--- src/rtl/muldiv_pkg.sv ---
// Shared constants and types for the iterative RV32M multiply/divide unit.
package muldiv_pkg;

    localparam int unsigned XLEN  = 32;
    localparam int unsigned CNT_W = $clog2(XLEN);

    localparam logic [2:0] F3_MUL    = 3'b000;
    localparam logic [2:0] F3_MULH   = 3'b001;
    localparam logic [2:0] F3_MULHSU = 3'b010;
    localparam logic [2:0] F3_MULHU  = 3'b011;
    localparam logic [2:0] F3_DIV    = 3'b100;
    localparam logic [2:0] F3_DIVU   = 3'b101;
    localparam logic [2:0] F3_REM    = 3'b110;
    localparam logic [2:0] F3_REMU   = 3'b111;

    typedef enum logic [1:0] {
        ST_IDLE = 2'd0,
        ST_CALC = 2'd1,
        ST_DONE = 2'd2
    } state_t;

endpackage

--- src/rtl/muldiv_step.sv ---
// One iteration of shift-add multiply or restoring divide on unsigned magnitudes.
// Multiply: {hi,lo} is the product/multiplier pair. Divide: hi = partial remainder, lo = dividend/quotient.
module muldiv_step
    import muldiv_pkg::*;
(
    input  logic            is_div,
    input  logic [XLEN-1:0] m,
    input  logic [XLEN-1:0] hi,
    input  logic [XLEN-1:0] lo,
    output logic [XLEN-1:0] hi_c,
    output logic [XLEN-1:0] lo_c
);

    logic [XLEN:0] sum;
    logic [XLEN:0] diff;

    always_comb begin
        sum  = {1'b0, hi} + (lo[0] ? {1'b0, m} : '0);
        // Partial remainder stays below the divisor, so the 33-bit borrow is the restore flag.
        diff = {hi, lo[XLEN-1]} - {1'b0, m};
        if (is_div) begin
            if (!diff[XLEN]) begin
                hi_c = diff[XLEN-1:0];
                lo_c = {lo[XLEN-2:0], 1'b1};
            end else begin
                hi_c = {hi[XLEN-2:0], lo[XLEN-1]};
                lo_c = {lo[XLEN-2:0], 1'b0};
            end
        end else begin
            hi_c = sum[XLEN:1];
            lo_c = {sum[0], lo[XLEN-1:1]};
        end
    end

endmodule

--- src/rtl/muldiv_unit.sv ---
// Iterative RV32M multiply/divide: 32 iterations per op, zero-iteration special cases,
// start/done handshake with a registered result for the writeback mux.
module muldiv_unit
    import muldiv_pkg::*;
#(
    parameter int unsigned XLEN = 32
) (
    input  logic            clk,
    input  logic            rst,
    input  logic            start,
    input  logic [2:0]      funct3,
    input  logic [XLEN-1:0] rs1_val,
    input  logic [XLEN-1:0] rs2_val,
    output logic            busy,
    output logic            done,
    output logic [XLEN-1:0] result
);

    localparam logic [XLEN-1:0] MIN_NEG = {1'b1, {(XLEN-1){1'b0}}};

    state_t            state, state_n;
    logic [CNT_W-1:0]  cnt, cnt_n;
    logic [2:0]        f3, f3_n;
    logic              sa, sa_n, sb, sb_n;
    logic [XLEN-1:0]   m, m_n, hi, hi_n, lo, lo_n, result_n;
    logic [XLEN-1:0]   step_hi, step_lo, fix_val;

    logic              sgn_a, sgn_b, a_neg, b_neg, div_zero, div_ovf;
    logic [XLEN-1:0]   mag_a, mag_b;
    logic [2*XLEN-1:0] prod, prod_fix;
    logic [XLEN-1:0]   quo_fix, rem_fix;

    // Operand decode at start: signedness, magnitudes and zero-iteration cases
    always_comb begin
        sgn_a    = (funct3 == F3_MULH) || (funct3 == F3_MULHSU) ||
                   (funct3 == F3_DIV)  || (funct3 == F3_REM);
        sgn_b    = (funct3 == F3_MULH) || (funct3 == F3_DIV) || (funct3 == F3_REM);
        a_neg    = sgn_a & rs1_val[XLEN-1];
        b_neg    = sgn_b & rs2_val[XLEN-1];
        mag_a    = a_neg ? (~rs1_val + XLEN'(1)) : rs1_val;
        mag_b    = b_neg ? (~rs2_val + XLEN'(1)) : rs2_val;
        div_zero = funct3[2] && (rs2_val == '0);
        div_ovf  = ((funct3 == F3_DIV) || (funct3 == F3_REM)) &&
                   (rs1_val == MIN_NEG) && (rs2_val == '1);
    end

    muldiv_step u_step (
        .is_div (f3[2]),
        .m      (m),
        .hi     (hi),
        .lo     (lo),
        .hi_c   (step_hi),
        .lo_c   (step_lo)
    );

    // Sign fix and result select on the accumulators produced by the final iteration
    always_comb begin
        prod     = {step_hi, step_lo};
        prod_fix = (sa ^ sb) ? (~prod + (2*XLEN)'(1)) : prod;
        quo_fix  = (sa ^ sb) ? (~step_lo + XLEN'(1)) : step_lo;
        rem_fix  = sa ? (~step_hi + XLEN'(1)) : step_hi;
        case (f3)
            F3_MUL:                        fix_val = prod_fix[XLEN-1:0];
            F3_MULH, F3_MULHSU, F3_MULHU:  fix_val = prod_fix[2*XLEN-1:XLEN];
            F3_DIV, F3_DIVU:               fix_val = quo_fix;
            default:                       fix_val = rem_fix;
        endcase
    end

    always_comb begin
        state_n  = state;
        cnt_n    = cnt;
        f3_n     = f3;
        sa_n     = sa;
        sb_n     = sb;
        m_n      = m;
        hi_n     = hi;
        lo_n     = lo;
        result_n = result;
        case (state)
            ST_IDLE, ST_DONE: begin
                if (start) begin
                    f3_n  = funct3;
                    sa_n  = a_neg;
                    sb_n  = b_neg;
                    cnt_n = '0;
                    if (div_zero) begin
                        state_n  = ST_DONE;
                        result_n = (funct3 == F3_DIV || funct3 == F3_DIVU) ? '1 : rs1_val;
                    end else if (div_ovf) begin
                        state_n  = ST_DONE;
                        result_n = (funct3 == F3_DIV) ? MIN_NEG : '0;
                    end else begin
                        state_n = ST_CALC;
                        hi_n    = '0;
                        m_n     = funct3[2] ? mag_b : mag_a;
                        lo_n    = funct3[2] ? mag_a : mag_b;
                    end
                end else begin
                    state_n = ST_IDLE;
                end
            end
            ST_CALC: begin
                hi_n  = step_hi;
                lo_n  = step_lo;
                cnt_n = cnt + CNT_W'(1);
                if (cnt == CNT_W'(XLEN-1)) begin
                    state_n  = ST_DONE;
                    result_n = fix_val;
                end
            end
            default: state_n = ST_IDLE;
        endcase
    end

    always_ff @(posedge clk) begin
        if (rst) begin
            state  <= ST_IDLE;
            cnt    <= '0;
            f3     <= '0;
            sa     <= 1'b0;
            sb     <= 1'b0;
            m      <= '0;
            hi     <= '0;
            lo     <= '0;
            result <= '0;
            busy   <= 1'b0;
            done   <= 1'b0;
        end else begin
            state  <= state_n;
            cnt    <= cnt_n;
            f3     <= f3_n;
            sa     <= sa_n;
            sb     <= sb_n;
            m      <= m_n;
            hi     <= hi_n;
            lo     <= lo_n;
            result <= result_n;
            busy   <= (state_n == ST_CALC);
            done   <= (state_n == ST_DONE);
        end
    end

endmodule

--- config.mk ---
export PLATFORM = sky130hd
export DESIGN_NAME = muldiv_unit
export DESIGN_NICKNAME = d
export VERILOG_FILES = /design/src/rtl/muldiv_pkg.sv /design/src/rtl/muldiv_step.sv /design/src/rtl/muldiv_unit.sv
export SDC_FILE = /design/constraint.sdc
export NUM_CORES = 1
export LEC_CHECK = 0
export CORE_ASPECT_RATIO = 1.25
export CORE_MARGIN = 2
export CORE_UTILIZATION = 35
export CTS_CLUSTER_DIAMETER = 150
export CTS_CLUSTER_SIZE = 24
export DETAILED_ROUTE_END_ITERATION = 8
export DONT_BUFFER_PORTS = 1
export HOLD_SLACK_MARGIN = 0.05
export PLACE_DENSITY = 0.46
export SYNTH_ARGS = -nofsm -noshare
export SYNTH_HDL_FRONTEND = slang
export SYNTH_SLANG_ARGS = --single-unit
--- constraint.sdc ---
create_clock -name clk -period 9.8 [get_ports clk]
set_clock_uncertainty 0.2 [all_clocks]
set_input_delay 1.47 -clock clk [delete_from_list [all_inputs] [get_ports clk]]
set_output_delay 1.47 -clock clk [all_outputs]
set_load 0.01 [all_outputs]
[Yosys cells after proc, flatten, opt, wreduce, memory -nomap -nowiden]
Index checks and enable logic that the tools add are counted.
Word-level totals
  bits in registers: 142
  input port bits: 70
  output and inout bits: 34
  logic and storage cells: 108
Cells by class
  add/subtract/negate cells: 8
  eq/ne operators: 22
  multiplexer cells: 35
  bitwise operators: 10
  reduce and logical (&&, ||, !) cells: 22
Operator list (count)
  two-way mux 32 bit: 22
  case mux 32 bit (2 select lines): 3
  adder 32 x 1 -> 32 bit (second input constant): 4
  NOT 32 bit: 4
  case mux 32 bit (3 select lines): 1
  adder 64 x 1 -> 64 bit (second input constant): 1
  == test 32 bit (second input constant): 2
  two-way mux 64 bit: 1
  NOT 64 bit: 1
  adder 32 x 33 -> 33 bit: 1
  subtractor 33 x 32 -> 33 bit: 1
  zero test 32 bit: 1
  == test 3 bit (second input constant): 5
  AND reduction 4 bit: 3
  case mux 5 bit (2 select lines): 1
  == test 3 x 2 -> 1 bit (second input constant): 3
  two-way mux 2 bit: 4
  != test 2 bit (second input constant): 4
  logical OR 1 bit: 7
  == test 3 x 1 -> 1 bit (second input constant): 2
  adder 5 x 1 -> 5 bit (second input constant): 1
  == test 5 bit (second input constant): 1
  two-way mux 5 bit: 1
  == test 2 x 1 -> 1 bit (second input constant): 2
  other kinds (14): 21

[Logic depth before layout (Yosys ltp)]
  word-level depth: 11
  depth in mapped cells: 26
  mapped depth without buffers: 25

[Cells and area by module]
Synthesis repeated with hierarchy kept, for this count alone.
Unflattened totals
  cells, all modules: 2190
  area total of the unflattened synthesis: 15740.1 sq um
Modules (own cells, without submodules)
  muldiv_unit: times used 1, cells each 1502, area an instance 10919.2 sq um
  muldiv_step: times used 1, cells each 688, area an instance 4820.9 sq um

[Least setup slack after synthesis]
No wires, ideal clock.
  path kind: register -> register
  from: register f3[2]
  to: register result[16]
  setup time: 91 ps
  arrival: 4870 ps
  required time: 9509 ps
  setup slack: 4639 ps
  cell stages (with the launch flop): 23
  path buffers: 8
  clock period less this slack: 5161 ps
  cell sequence: dfxtp_1 > buf_2 > clkbuf_1 > clkbuf_1 > buf_2 > buf_2 > buf_2 > buf_2 > mux2i_1 > ha_1 > inv_1 > a211o_1 > nor3_1 > nand2_1 > nor2_1 > nand2_1 > or2_2 > clkbuf_1 > o41ai_1 > xor2_1 > o221ai_1 > o211ai_1 > a311oi_1
Between the ends
  word-level cells in the longest chain between the ends: 7
RTL lines
  from (decl): RTL line muldiv_unit.sv:23  | logic [2:0] f3, f3_n;
  from (signal assigned): RTL line muldiv_unit.sv:132  | f3 <= f3_n;
  two-way mux 32 bit: RTL line muldiv_step.sv:21  | if (is_div) begin
  NOT 64 bit, or another cell as far along: RTL line muldiv_unit.sv:59  | prod_fix = (sa ^ sb) ? (~prod + (2*XLEN)'(1)) : prod;
  adder 64 x 1 -> 64 bit, or another cell as far along: RTL line muldiv_unit.sv:59
  two-way mux 64 bit, or another cell as far along: RTL line muldiv_unit.sv:59
  case mux 32 bit (3 select lines) *: RTL line muldiv_unit.sv:62  | case (f3)
  two-way mux 32 bit *: RTL line muldiv_unit.sv:107  | if (cnt == CNT_W'(XLEN-1)) begin
  case mux 32 bit (2 select lines) *: RTL line muldiv_unit.sv:80  | case (state)
  to (signal assigned): RTL line muldiv_unit.sv:138  | result <= result_n;
  to (decl): RTL line muldiv_unit.sv:16  | output logic [XLEN-1:0] result
Every way passes the cells marked *; elsewhere a longest branch is shown, timed or not. The select of a mux whose other input is x is not followed.
A chain may end at the register's enable or synchronous reset.

[Final worst setup path]
  from: register lo[31]
  to: register result[12]
Between the ends
  word-level cells in the longest chain between the ends: 9
RTL lines
  from (decl): RTL line muldiv_unit.sv:25  | logic [XLEN-1:0] m, m_n, hi, hi_n, lo, lo_n, result_n;
  from (signal assigned): RTL line muldiv_unit.sv:137  | lo <= lo_n;
  subtractor 33 x 32 -> 33 bit: RTL line muldiv_step.sv:20  | diff = {hi, lo[XLEN-1]} - {1'b0, m};
  two-way mux 1 bit or two-way mux 32 bit (tied branches): RTL line muldiv_step.sv:22  | if (!diff[XLEN]) begin
  two-way mux 32 bit: RTL line muldiv_step.sv:21
  NOT 64 bit, or another cell as far along: RTL line muldiv_unit.sv:59
  adder 64 x 1 -> 64 bit, or another cell as far along: RTL line muldiv_unit.sv:59
  two-way mux 64 bit, or another cell as far along: RTL line muldiv_unit.sv:59
  case mux 32 bit (3 select lines) *: RTL line muldiv_unit.sv:62
  two-way mux 32 bit *: RTL line muldiv_unit.sv:107
  case mux 32 bit (2 select lines) *: RTL line muldiv_unit.sv:80
Marks and branches as above.

==> impl_metrics.tcl <==
set metrics [dict create \
    p_sw_frac 0.444 \
    synth_area_leaders "dfxtp_1 18%, a21oi_1 7.0%, nor2_1 6.9%, ha_1 5.6%, xnor2_1 5.4%" \
    clkSlewWorstSetupHoldPaths_ps 80 \
    drt-wirelength-per-cell_um 26.5 \
    ys_seq_area_frac 0.178 \
    drt_iter0_drc 1448 \
    final_nets 2326 \
    total_power_uw 2240 \
    ys_async_sr_fraction 0 \
    violations "design-rule violations" \
    die_h_um 243 \
    antenna_found_initial 0 \
    numCtsBuffers 17 \
    fin_tns_setup_ps 0 \
    hp-class "reg -> reg" \
    drc 2 \
    ant_nets 0 \
    row_count 87 \
    finalCritPeriodShare 0.700 \
    layout_common_cells "292 x nor2_1, 222 x a21oi_1, 218 x nand2_1" \
    fmax_mhz 146 \
    root_buffer "clkbuf_16" \
    post-dp-hpwl_um 56700 \
    synth_top_area_frac 0.178 \
    initial_core_util 0.354 \
    power.density_nw_per_um2 133 \
    drv_slew 0 \
    yosysWarnings 0 \
    rsz0062_at_grt "no" \
    syn_inst 2294 \
    start_kind "flop" \
    core_um2 45100 \
    wl_um 73600 \
    min_from "m[14]" \
    synth_compound_area_frac 0.320 \
    postLayoutCellArea_um2 16900 \
    pwr-share-comb 0.401 \
    synthSimpleGateAreaFrac 0.254 \
    ir_drop_uv 98.6 \
    h-tree-depth 4 \
    grt_first_pass_wirelength_um 109000 \
    synth_top_area_cell "dfxtp_1" \
    fin_cells 2774 \
    hold-path-cell-count 2 \
    synth-seq-cells 142 \
    critical_path_class "reg -> reg" \
    grt_max_degree 141 \
    final_layout_size_suffix_gt1_frac 0.0683 \
    cts.sinks 142 \
    regToRegEndpoint "result[12]" \
    num_antenna_cells 0 \
    via_per_inst 6.26 \
    io_pins 104 \
    hold_buffers 0 \
    avgSynthCellArea_um2 6.96 \
    area_growth_pct 5.91 \
    setup_viol 0 \
    pwr-share-clk 0.313 \
    synth.distinct_cells 105 \
    worstPathArrival_ps 7080 \
    reg2reg_depth 22 \
    die_x_um 195 \
    synthMuxAreaShare 0.0301 \
    place_area_um2 16300 \
    hold_end "m[14]" \
    worst_slew_pin_slew_ps 1060 \
    worstReg2RegStart "lo[31]" \
    cts_setup_buffers 0 \
    clock_latency_ps 470 \
    place_inst 2742 \
    whs_ps 275 \
    end_kind "flop" \
    place_congestion 0.984 \
    pwr-share-seq 0.286 \
    crit_fanout 31 \
    cts_tree "built" \
    synth_top_family_by_area "compound AO/OA/AOI/OAI gates" \
    num_vias 17400 \
    port_buffers 0 \
    switchingPower_uw 997 \
    syn_nets 2437 \
    slew_headroom 0.293 \
    p_int_uw 1250 \
    dr.pass1.iters 9 \
    hold_viol 0 \
    die-area_um2 47400 \
    rrSetupSlack_ps 2940 \
    grtUsageTotal 0.305 \
    synthFlopType "dfxtp_1" \
    netlist_area_um2 16000 \
    cts.path.max_buffers 2 \
    layout_commonest_cell "nor2_1" \
    overflow 0 \
    crit_required_ps 10020 \
    period_needed_ps 6860 \
    synth_edf_count 0 \
    grt_pass1_vias 17000 \
    status "finished, violations left" \
    leakage_uw 0.00601 \
    synthAdderAreaFrac 0.0581 \
    maxCapViolCount 0 \
    synth_xor_area_frac 0.103 \
    post_cts_resized 0 \
]
## state kept, by name (all words and copies together), names as in the netlist
name	count
busy	1
cnt	5
result	32
state	2
sb	1
m	32
lo	32
done	1
f3	3
hi	32
sa	1
## power by group through the flow
stage,registers (uW),logic [uW],clock network (uW)
floorplan,639,640,0
global placement,654,887,0
detailed placement,655,882,0
CTS,642,888,714
global route,647,968,731
finish,643,900,703
## worst max path at each step
stage | from | endpoint | slack (ps)
2_1_floorplan | f3[2] | result[16] | 4640
3_3_place_gp | lo[31] | result[12] | 3020
3_5_place_dp | lo[31] | result[12] | 3030
4_1_cts | lo[31] | result[12] | 2990
5_1_grt | lo[31] | result[12] | 2630
6_report | lo[31] | result[12] | 2940
## cells in the mapped netlist, types with 13 or more instances
library cell	instances
mux2_2	16
a21o_1	22
nor2_1	294
and2_1	47
nand3_1	55
inv_1	67
xnor2_1	99
a211oi_1	82
a31oi_1	48
clkbuf_1	117
nand4_1	30
nor3_1	59
xor2_1	89
nor4_1	25
a221oi_1	13
o31ai_1	30
mux2i_1	30
buf_1	14
ha_1	71
a21oi_1	222
o21a_1	15
buf_2	16
or2_2	15
nand2_1	219
dfxtp_1	142
o221ai_1	14
or3_1	17
o211ai_1	41
o21ai_0	145
nand2b_1	17
## metal layers
layer / vias to the layer above / GRT usage / part of all wire
met3: 148 / 0.0418 / 0.061
met4: 0 / 0.159 / 0.054
li1: 8197 / - / -
met1: 8299 / 0.361 / 0.40
met2: 733 / 0.535 / 0.49
met5: - / 0 / 0
## cell families (layout without fill, tap and decap cells)
logic type      count (synthesis)  count (layout)
simple gates                  847             847
xor+xnor                      188             188
flops                         142             142
mux                            46              46
buf+inv                       224             126
fa+ha+maj                      73              73
compound gates                774             774
## critical path, cell delays in order (launching register included)
cell	delay, ps
dfxtp_1	340
inv_1	90
ha_1	170
inv_1	50
fa_1	430
a211oi_1	320
o211ai_1	360
and2_1	300
o211ai_2	220
nand3_2	720
nand2_1	850
nand2_1	110
a31oi_1	440
inv_1	90
ha_1	290
o31a_2	200
nand3b_1	180
nor2_4	110
a31oi_1	170
xnor2_1	140
a221oi_1	90
a211oi_1	740
o21a_1	180
## layout make-up
| type | instances | area [um^2] |
|---|---|---|
| clock inverter | 15 | 189 |
| multi-input combinational | 1928 | 12300 |
| sequential | 142 | 2850 |
| tap | 578 | 723 |
| fill | 4930 | 28200 |
| timing repair buffer | 27 | 203 |
| inverter | 67 | 251 |
| clock buffer | 17 | 425 |
## metrics by stage
step,setup slack [ps],utilization
after floorplan,4640,-
after global placement,3020,0.362
after detailed placement,3030,0.362
after CTS,2990,0.375
after global routing,2630,0.375
final,2940,0.375
(Power assumes the default switching activity.)
